===== config.mk =====
export PLATFORM = sky130hd
export DESIGN_NAME = ch_table_ctrl
export DESIGN_NICKNAME = d
export VERILOG_FILES = /design/src/rtl/ch_pkg.sv /design/src/rtl/ch_table_ctrl.sv
export SDC_FILE = /design/constraint.sdc
export NUM_CORES = 1
export LEC_CHECK = 0
export CAP_MARGIN = 30
export CORE_ASPECT_RATIO = 1.5
export CORE_MARGIN = 10
export CORE_UTILIZATION = 51
export CTS_CLUSTER_SIZE = 14
export DETAILED_ROUTE_END_ITERATION = 16
export GPL_ROUTABILITY_DRIVEN = 1
export PLACE_DENSITY = 0.88
export SYNTH_ARGS = -nofsm -noshare
export SYNTH_HDL_FRONTEND = slang
export SYNTH_SLANG_ARGS = --single-unit

===== constraint.sdc =====
create_clock -name clk -period 2.5 [get_ports clk]
set_input_delay 0.375 -clock clk [delete_from_list [all_inputs] [get_ports clk]]
set_output_delay 0.375 -clock clk [all_outputs]
set_load 0.01 [all_outputs]

===== src/rtl/ch_pkg.sv =====
//------------------------------------------------------------------------------
// Module   : ch_pkg
// Purpose  : Shared constants, FSM states and status codes for the CH table.
// Revision : 1.0
//------------------------------------------------------------------------------
`default_nettype none

package ch_pkg;

    localparam int WORD_WIDTH = 16;
    localparam int MEM_DEPTH  = 32;
    localparam int IDX_W      = 5;
    localparam int CNT_W      = 6;

    typedef enum logic [1:0] {
        IDLE  = 2'd0,
        SCAN  = 2'd1,
        WRITE = 2'd2,
        DONE  = 2'd3
    } state_e;

    typedef enum logic [1:0] {
        STAT_NONE  = 2'd0,
        STAT_WROTE = 2'd1,
        STAT_DUP   = 2'd2,
        STAT_OVF   = 2'd3
    } status_e;

endpackage

`default_nettype wire


===== src/rtl/ch_table_ctrl.sv =====
//------------------------------------------------------------------------------
// Module   : ch_table_ctrl
// Purpose  : Dedup-and-append write controller for the 32x16 cluster-head bank.
//            Optional host read port enabled by macro CH_RDPORT_EN.
// Revision : 1.0
//------------------------------------------------------------------------------
`default_nettype none

module ch_table_ctrl
    import ch_pkg::*;
(
    input  logic                  clk,
    input  logic                  rst,
    input  logic                  in_valid,
    output logic                  in_ready,
    input  logic [WORD_WIDTH-1:0] in_node_id,
    input  logic                  clr,
    output logic                  mem_wr_en,
    output logic [IDX_W-1:0]      mem_index,
    output logic [WORD_WIDTH-1:0] mem_data_in,
    input  logic [WORD_WIDTH-1:0] mem_data_out,
    output logic [CNT_W-1:0]      ch_count,
    output logic                  full,
    output logic                  done,
    output logic                  wrote,
    output logic                  dup_hit,
    output logic                  overflow
`ifdef CH_RDPORT_EN
    ,
    input  logic                  rd_req,
    input  logic [IDX_W-1:0]      rd_index,
    output logic [WORD_WIDTH-1:0] rd_data,
    output logic                  rd_valid
`endif
);

    state_e                state_q, state_d;
    status_e               status_q, status_d;
    logic [WORD_WIDTH-1:0] id_q, id_d;
    logic [CNT_W-1:0]      ch_count_q, ch_count_d;
    logic [IDX_W-1:0]      mem_index_q, mem_index_d;
    logic [WORD_WIDTH-1:0] mem_data_in_q, mem_data_in_d;
    logic                  mem_wr_en_q, mem_wr_en_d;
    logic                  in_ready_q, in_ready_d;
    logic                  iss_v_q, iss_v_d;
    logic                  cmp_v_q, cmp_v_d;
    logic                  cmp_last_q, cmp_last_d;
    logic                  w_rd_sel;
    logic                  w_accept;
    logic                  w_full;

`ifdef CH_RDPORT_EN
    logic                  rd_pend_q, rd_pend_d;
    logic                  rd_valid_q, rd_valid_d;
    logic [WORD_WIDTH-1:0] rd_data_q, rd_data_d;

    assign w_rd_sel = (state_q == IDLE) && rd_req && !clr;
    assign rd_data  = rd_data_q;
    assign rd_valid = rd_valid_q;
`else
    assign w_rd_sel = 1'b0;
`endif

    assign w_full      = (ch_count_q == CNT_W'(MEM_DEPTH));
    assign in_ready    = in_ready_q && !clr && !w_rd_sel;
    assign w_accept    = in_valid && in_ready;
    assign mem_wr_en   = mem_wr_en_q && !clr;
`ifdef CH_RDPORT_EN
    assign mem_index   = w_rd_sel ? rd_index : mem_index_q;
`else
    assign mem_index   = mem_index_q;
`endif
    assign mem_data_in = mem_data_in_q;
    assign ch_count    = ch_count_q;
    assign full        = w_full;
    assign done        = (status_q != STAT_NONE);
    assign wrote       = (status_q == STAT_WROTE);
    assign dup_hit     = (status_q == STAT_DUP);
    assign overflow    = (status_q == STAT_OVF);

    always_comb begin
        state_d       = state_q;
        status_d      = STAT_NONE;
        id_d          = id_q;
        ch_count_d    = ch_count_q;
        mem_index_d   = mem_index_q;
        mem_data_in_d = mem_data_in_q;
        mem_wr_en_d   = 1'b0;
        iss_v_d       = 1'b0;
        cmp_v_d       = 1'b0;
        cmp_last_d    = 1'b0;

        case (state_q)
            IDLE: begin
                if (w_accept) begin
                    id_d = in_node_id;
                    if (ch_count_q == '0) begin
                        state_d       = WRITE;
                        mem_wr_en_d   = 1'b1;
                        mem_index_d   = '0;
                        mem_data_in_d = in_node_id;
                    end else if (w_full) begin
                        state_d  = DONE;
                        status_d = STAT_OVF;
                    end else begin
                        state_d     = SCAN;
                        mem_index_d = '0;
                        iss_v_d     = 1'b1;
                    end
                end
            end
            SCAN: begin
                // Compare stage trails the issued index by the bank's read latency.
                cmp_v_d    = iss_v_q;
                cmp_last_d = iss_v_q && ({1'b0, mem_index_q} == ch_count_q - CNT_W'(1));
                iss_v_d    = iss_v_q && (({1'b0, mem_index_q} + CNT_W'(1)) < ch_count_q);
                if (iss_v_q) begin
                    mem_index_d = mem_index_q + IDX_W'(1);
                end
                if (cmp_v_q && (mem_data_out == id_q)) begin
                    state_d  = DONE;
                    status_d = STAT_DUP;
                    cmp_v_d  = 1'b0;
                    iss_v_d  = 1'b0;
                end else if (cmp_v_q && cmp_last_q) begin
                    state_d       = WRITE;
                    mem_wr_en_d   = 1'b1;
                    mem_index_d   = ch_count_q[IDX_W-1:0];
                    mem_data_in_d = id_q;
                    cmp_v_d       = 1'b0;
                    iss_v_d       = 1'b0;
                end
            end
            WRITE: begin
                state_d  = DONE;
                status_d = STAT_WROTE;
                if (!w_full) begin
                    ch_count_d = ch_count_q + CNT_W'(1);
                end
            end
            DONE: begin
                state_d = IDLE;
            end
            default: begin
                state_d = IDLE;
            end
        endcase

        if (clr) begin
            state_d     = IDLE;
            status_d    = STAT_NONE;
            ch_count_d  = '0;
            mem_wr_en_d = 1'b0;
            iss_v_d     = 1'b0;
            cmp_v_d     = 1'b0;
            cmp_last_d  = 1'b0;
        end

        in_ready_d = (state_d == IDLE);
    end

`ifdef CH_RDPORT_EN
    always_comb begin
        rd_pend_d  = w_rd_sel;
        rd_valid_d = rd_pend_q;
        rd_data_d  = rd_pend_q ? mem_data_out : rd_data_q;
    end

    always_ff @(posedge clk or posedge rst) begin
        if (rst) begin
            rd_pend_q  <= 1'b0;
            rd_valid_q <= 1'b0;
            rd_data_q  <= '0;
        end else begin
            rd_pend_q  <= rd_pend_d;
            rd_valid_q <= rd_valid_d;
            rd_data_q  <= rd_data_d;
        end
    end
`endif

    always_ff @(posedge clk or posedge rst) begin
        if (rst) begin
            state_q       <= IDLE;
            status_q      <= STAT_NONE;
            id_q          <= '0;
            ch_count_q    <= '0;
            mem_index_q   <= '0;
            mem_data_in_q <= '0;
            mem_wr_en_q   <= 1'b0;
            in_ready_q    <= 1'b1;
            iss_v_q       <= 1'b0;
            cmp_v_q       <= 1'b0;
            cmp_last_q    <= 1'b0;
        end else begin
            state_q       <= state_d;
            status_q      <= status_d;
            id_q          <= id_d;
            ch_count_q    <= ch_count_d;
            mem_index_q   <= mem_index_d;
            mem_data_in_q <= mem_data_in_d;
            mem_wr_en_q   <= mem_wr_en_d;
            in_ready_q    <= in_ready_d;
            iss_v_q       <= iss_v_d;
            cmp_v_q       <= cmp_v_d;
            cmp_last_q    <= cmp_last_d;
        end
    end

endmodule

`default_nettype wire


# == Word level (Yosys, flattened, before mapping) ==
# Cells that the tools add are included.
# word_totals
mem_bits_rw,0
romBits,0
in_bits,36
reg_bits,52
latchBits,0
output_inout_bits,34
memories,0
# op_classes
eq_ne,15
multipliers,0
reduce_logical,18
n_mux,47
shift,0
div,0
bitwise_logic,0
addsub,4
magnitude_cmp,1
# ops
operator,n
two-way mux 16 bit,4
case mux 16 bit (2 select lines),1
two-way mux 5 bit,6
two-way mux 2 bit,11
two-way mux 6 bit,3
two-way mux 1 bit,17
== test 16 bit,1
"inequality test 2 bit, second input constant",5
case mux 5 bit (2 select lines),1
"== test 2 bit, second input constant",4
case mux 2 bit (4 select lines),1
logical AND 1 bit,7
"adder 5 x 1 -> 6 bit, second input constant",1
"adder 6 x 1 -> 6 bit, second input constant",1
== test 5 x 6 -> 1 bit,1
"== test 6 bit, second input constant",1
zero test 6 bit,1
less-than comparator 6 bit,1
case mux 2 bit (3 select lines),1
nonzero test 2 bit,3
"subtractor 6 x 1 -> 6 bit, second input constant",1
"adder 5 x 1 -> 5 bit, second input constant",1
AND reduction 5 bit,1
"== test 2 x 1 -> 1 bit, second input constant",2
other kinds (6),9

# == Depth between registers and ports, before layout ==
# logic_depth
word_depth,7
mapped_depth,9
ltp_nobuf,8

# == Least setup slack after synthesis ==
# No wires, ideal clock.
# synth_path
kind,reg2reg
startpoint,"register ch_count_q[0], in the netlist ch_count[0]"
endpoint,"register mem_data_in_q[0], in the netlist mem_data_in[0]"
period_less_slack_ps,2017
setup_slack_ps,483
t_required_ps,2375
path_buffers,1
t_arrival_ps,1892
stages_incl_launch_ff,9
cell_sequence,dfrtp_1 inv_1 ha_1 nor4b_1 nand2_1 nor2_4 a21oi_4 buf_12 mux2_4
# synth_between
elab_chain_cells,3
# synth_rtl
item,line_no,rtl
"start, declared",ch_table_ctrl.sv:40,"logic [CNT_W-1:0] ch_count_q, ch_count_d;"
"start signal, assigned",ch_table_ctrl.sv:199,ch_count_q <= ch_count_d;
zero test 6 bit,ch_table_ctrl.sv:97,if (ch_count_q == '0) begin
inequality test 2 bit (no source line),n/a,
AND reduction 5 bit (no source line),n/a,
"end signal, assigned",ch_table_ctrl.sv:201,mem_data_in_q <= mem_data_in_d;
"end, declared",ch_table_ctrl.sv:42,"logic [WORD_WIDTH-1:0] mem_data_in_q, mem_data_in_d;"
# Every way passes these cells.
# A chain may end at the register's enable or synchronous reset.

# == Final worst setup path ==
# layout_path
startpoint,"register ch_count_q[1], in the netlist ch_count[1]"
endpoint,output port full
# layout_between
elab_chain_cells,1
# layout_rtl
item,line_no,rtl
== test 6 bit,ch_table_ctrl.sv:64,assign w_full = (ch_count_q == CNT_W'(MEM_DEPTH));
"end, declared",ch_table_ctrl.sv:23,"output logic full,"
# Every way passes these cells.

==> qor.yml <==
sta:
  fin_crit_sh_pct: 94.3
  max_freq_ghz: 0.424
  fin_skew_ns: 0.0118
  timing.hold.ws_ns: 0.396
  rsz0062_at_grt: "false"
  hold_viol_final: 0
  slew_viol_final: 0
  finalSetupViolations: 0
  min_period_ns: 2.36
  worst_slew_pin_slew_ns: 0.489
  relSlewSlack_pct: 67.1
global_routing:
  grtUsageTotal_pct: 17.5
  grt-ovfl-total: 0
  grt_pass1_vias: 2824
  antenna_found_initial: 0
  grt_max_degree: 33
  grt_pass1_wl_mm: 14.1
synthesis:
  yosysSeqAreaShare_pct: 42.6
  syn_nets: 344
  yosysWarnings: 0
  ys_types: 53
  synth_seq_cells: 52
  syn_inst: 299
  async_flop_share_pct: 100
  synth_area_per_cell_um2: 10.2
  synth_edf_count: 0
  yosys_most_used_dff: "dfrtp_1"
  synthesis.area_um2: 3060
routing:
  first_pass_iters: 4
  wirelength_mm: 8.36
  via_per_inst: 5.70
  drtIter0Drc: 242
  wl_per_cell_um: 18.7
  detail-route-antenna-nets: 0
  drt_drc_violations_left: 0
  vias: 2548
clocking:
  clkLatencyLatePin_ns: 0.31
  clkSinkCount: 52
  htreeDepth: 2
  numCtsBuffers: 5
  clock-root-buffer: "clkbuf_8"
  clock_tree.buffer_depth: 2
  cts_tree: "yes"
  clk_pin_slew_ns: 0.10
cells_and_area:
  syn_to_final_growth_pct: 30.0
  fin_nets: 419
  drive_gt1_share_pct: 17.6
  diodes: 0
  fin_cells: 447
  design_area_um2: 3980
die:
  start_util_pct: 52.5
  io_pins: 70
  dieArea_um2: 9560
  rows: 34
  fp.dieW_um: 83.2
  design.core.area_um2: 5830
  die_h_um: 115
worst_setup_path:
  worstReg2RegEnd: "mem_data_in[12]$_DFFE_PP0P_"
  worst-path-max-fanout: 3
  r2r-start: "id_q[13]$_DFFE_PP0P_"
  crit_type: "reg -> out"
  start_kind: "flop"
  crit_path_end_kind: "output pin"
  reg2reg_depth: 7
  cp.required_ns: 2.12
  r2r_slack_ns: 0.39
  arrival_ns: 1.98
hold_path:
  hold_class: "in -> async"
job:
  max_cap_viol_count: 0
placed_design:
  dp_hpwl_mm: 6.42
  placed_cell_area_um2: 3880
  portBuffers: 69
  place_inst: 439
  place_congestion: 0.853
power:
  ir_drop_mv: 0.744
  p_per_area_nw_per_um2: 935
  p_leak_nw: 1.78
status:
  status: "complete, no violations"
metrics by stage:
stage	util [%]	power, mW	setup WS (ns)	setup TNS [ns]
after floorplan	-	2.50	0.483	0
after global placement	66.6	3.15	0.142	0
after detailed placement	66.6	3.24	-0.000539	-0.000539
after CTS	68.1	3.72	0.0755	0
after global routing	68.2	3.95	0.0116	0
final	68.2	3.72	0.144	0
power by group:
part,switching [mW],internal [mW]
sequential,0.272,1.14
combinational,0.814,1.02
clock,0.278,0.197
flip-flops by register name (all words and copies together) (netlist names):
signal       count
ch_count         6
mem_wr_en_q      1
cmp_last_q       1
id_q            16
mem_data_in     16
iss_v_q          1
in_ready_q       1
status_q         2
cmp_v_q          1
mem_index        5
state_q          2
cells in the final DEF, fill, tap and decap left out, drive strengths merged, types with 2 or more instances in the layout:
cell type      count
clkdlybuf4s50     69
nand2             58
dfrtp             51
mux2              32
xnor2             24
nor2              17
buf               14
ha                 9
nor3               8
xor2               7
inv                7
clkbuf             7
nand3              6
o21ai              6
nand4              5
nor2b              5
a21oi              5
nand2b             4
a32oi              3
o31ai              3
and3               3
or2                2
a31oi              2
and2               2
a211o              2
o21a               2
a2bb2oi            2
mux2i              2
nor4               2
metal layers:
metal	vias to the layer above	share of wire, %	routed length (um)	global-route usage, %
li1	1186	-	-	-
met1	1247	36	3020	18.3
met2	106	55	4610	33.2
met3	9	7.4	618	4.67
met4	0	1.4	116	5.24
met5	-	0	0	0
final cells by class:
cell class	count	area (um2)
Multi-Input combinational cell	225	1660
Fill cell	452	1850
Clock inverter	1	5.00
Inverter	7	26.3
Tap cell	72	90.1
Timing Repair Buffer	83	821
Clock buffer	7	76.3
Sequential cell	52	1300
cell families (layout without fill, tap and decap cells):
kind of cell | Yosys count | in the layout | share of synthesized area (%)
buffers and inverters | 22 | 98 | 3.84
adder cells (fa/ha/maj) | 9 | 9 | 3.68
multiplexers | 34 | 34 | 13.5
XOR/XNOR | 31 | 31 | 8.88
AO/OA/AOI/OAI | 37 | 37 | 9.16
AND/OR/NAND/NOR | 114 | 114 | 18.3
flip-flops | 52 | 52 | 42.6
synth_stat cells, types with 2 or more instances:
library cell / number / area [um2]
xnor2_1: 24 / 210
a211o_1: 2 / 17.5
mux2_2: 23 / 259
mux2i_1: 2 / 20.0
nand2b_1: 4 / 25.0
buf_2: 3 / 15.0
o21ai_0: 6 / 30.0
and2_1: 2 / 12.5
dfrtp_1: 51 / 1280
clkbuf_1: 8 / 30.0
mux2_4: 9 / 135
nor3_1: 6 / 30.0
a32oi_1: 3 / 26.3
a31oi_1: 2 / 12.5
nand4_1: 5 / 31.3
and3_1: 2 / 12.5
nor2_1: 16 / 60.1
inv_1: 7 / 26.3
a2bb2oi_1: 2 / 17.5
o21a_1: 2 / 15.0
nor2b_1: 5 / 31.3
ha_1: 9 / 113
nor3_4: 2 / 32.5
buf_6: 2 / 22.5
nand2_1: 57 / 214
a21oi_1: 4 / 20.0
or2_2: 2 / 12.5
xor2_1: 7 / 61.3
o31ai_1: 3 / 22.5
nand3_1: 6 / 30.0
critical path, stage by stage, from the launching register on:
cell and delay (ns):
dfrtp_1 0.39, inv_1 0.11, ha_2 0.23, nor4b_4 0.22, and2_1 0.18, clkdlybuf4s50_1 0.54
how the worst max path moves through the flow:
stage | from | end | slack [ns] | depth (start not counted)
floorplan | ch_count[0]$_DFFE_PP0P_ | mem_data_in[0]$_DFFE_PP0P_ | 0.48 | 8
global placement | mem_data_out[3] | mem_data_in[15]$_DFFE_PP0P_ | 0.14 | 8
detailed placement | mem_data_out[13] | mem_data_in[12]$_DFFE_PP0P_ | -0.0005 | 8
CTS | ch_count[1]$_DFFE_PP0P_ | full | 0.08 | 5
global route | ch_count[1]$_DFFE_PP0P_ | full | 0.01 | 5
finish | ch_count[1]$_DFFE_PP0P_ | full | 0.14 | 5
what timing repair did:
action / 4_1_cts / 5_1_grt
resized for setup: 1 / 2
gates cloned: 0 / 0
hold endpoints to repair: 0 / 0
setup endpoints to repair: 1 / 1
setup buffers: 0 / 0
hold buffers: 0 / 0
Note: power is estimated with default switching activity, not from simulation.
==> RTL change, RTL diff (config.mk and constraints unchanged) <==
Add a define of `CH_RDPORT_EN`.
--- a/src/rtl/ch_table_ctrl.sv
+++ b/src/rtl/ch_table_ctrl.sv
@@ -7,2 +7,4 @@
 `default_nettype none
+
+`define CH_RDPORT_EN
 
Interface: changed (added rd_data, rd_index, rd_req and rd_valid); port bits go from 70 to 93. No check against the original RTL was run, so the function may have changed too.
==> RTL change against the original RTL <==
- final area grew 28%
- sequential cell count increased by 18
- synthesized area grew 22%
- clock power increased by 72%
- total power increased by 26%
- setup slack got worse by 0.064 ns
- wire length grew 24%
- count of clock-buffer cells in the layout increased by 4
- critical path type is now in -> out
- critical endpoint is now mem_index[4]
- largest power group unchanged
==> RTL change: results (changes against the original RTL) <==
- Fin nets: 510 (+22%)
- Compound-Gate Fraction of Synth Area: 6.28% (-2.9 points)
- Fraction of layout cells with a size suffix above 1: 22.2% (+4.6 points)
- Vias in the first global route: 3366 (+19%)
- Met2 wire length: 5.54 mm (+20%)
- Run status: complete, no violations
- Routed vias: 3034 (+19%)
- Stages on the worst setup path: 7 (+2)
- DR iter-0 viols: 110 (-55%)
- Syn nets: 400 (+16%)
- Placed Instances: 546 (+24%)
- Routed len/inst: 18.4 um (-1.6%)
- Post-cts sizing count: 3 (+2)
- Placed Area: 4870 um^2 (+26%)
- Met1 usage: 18.3% (-0.027 points)
- Clk_lat worst skew: 0.35 ns (+0.04 ns)
- Met3 WL: 635 um (+2.8%)
- Adder-cell area share of the yosys netlist: 3.01% (-0.67 points)
- Hold Slack: 0.274 ns (-0.122 ns)
- Critical Path AT: 2.05 ns (+0.07 ns)
- Sw Share: 32.6% (-4.1 points)
- CTS buffer count: 9 (+4)
- Largest net degree at the start of global routing: 31 (-6.1%)
- Global-route wire length before repair: 16.7 mm (+18%)
- Final std cells w/o fill: 563 (+26%)
- XOR/XNOR Fraction of Synth Area: 6.78% (-2.1 points)
## RTL change: changes by cell type after synthesis, sizes merged, moves of 3 or more
cell	delta
clkbuf	+5
dfrtp	+18
xnor2	-4
mux2	+20
nand2	+6
o31ai	-3
buf	-3
a21oi	+5
## RTL change: cell type report
| cell class | instances | area (um^2) | area share, % |
|---|---|---|---|
| multi-input combinational | 253 | 1870 | 36.8 |
| sequential | 70 | 1750 | 34.5 |
| timing repair buffer | 116 | 1120 | 22.1 |
| clock buffer | 11 | 151 | 2.98 |
| tap | 100 | 125 | 2.46 |
| inverter | 9 | 33.8 | 0.665 |
| clock inverter | 4 | 22.5 | 0.443 |
## RTL change: path summary, 6_finish.rpt
path	startpoint	endpoint
worst min-delay path	rst	rd_data[13]
worst max register to register	id_q[1]	mem_data_in[10]
min in group clk	rd_data[2]	rd_data[2]
worst min register to register	rd_data[2]	rd_data[2]
max in group asynchronous	rst	in_ready_q
worst max-delay path	rd_req	mem_index[4]
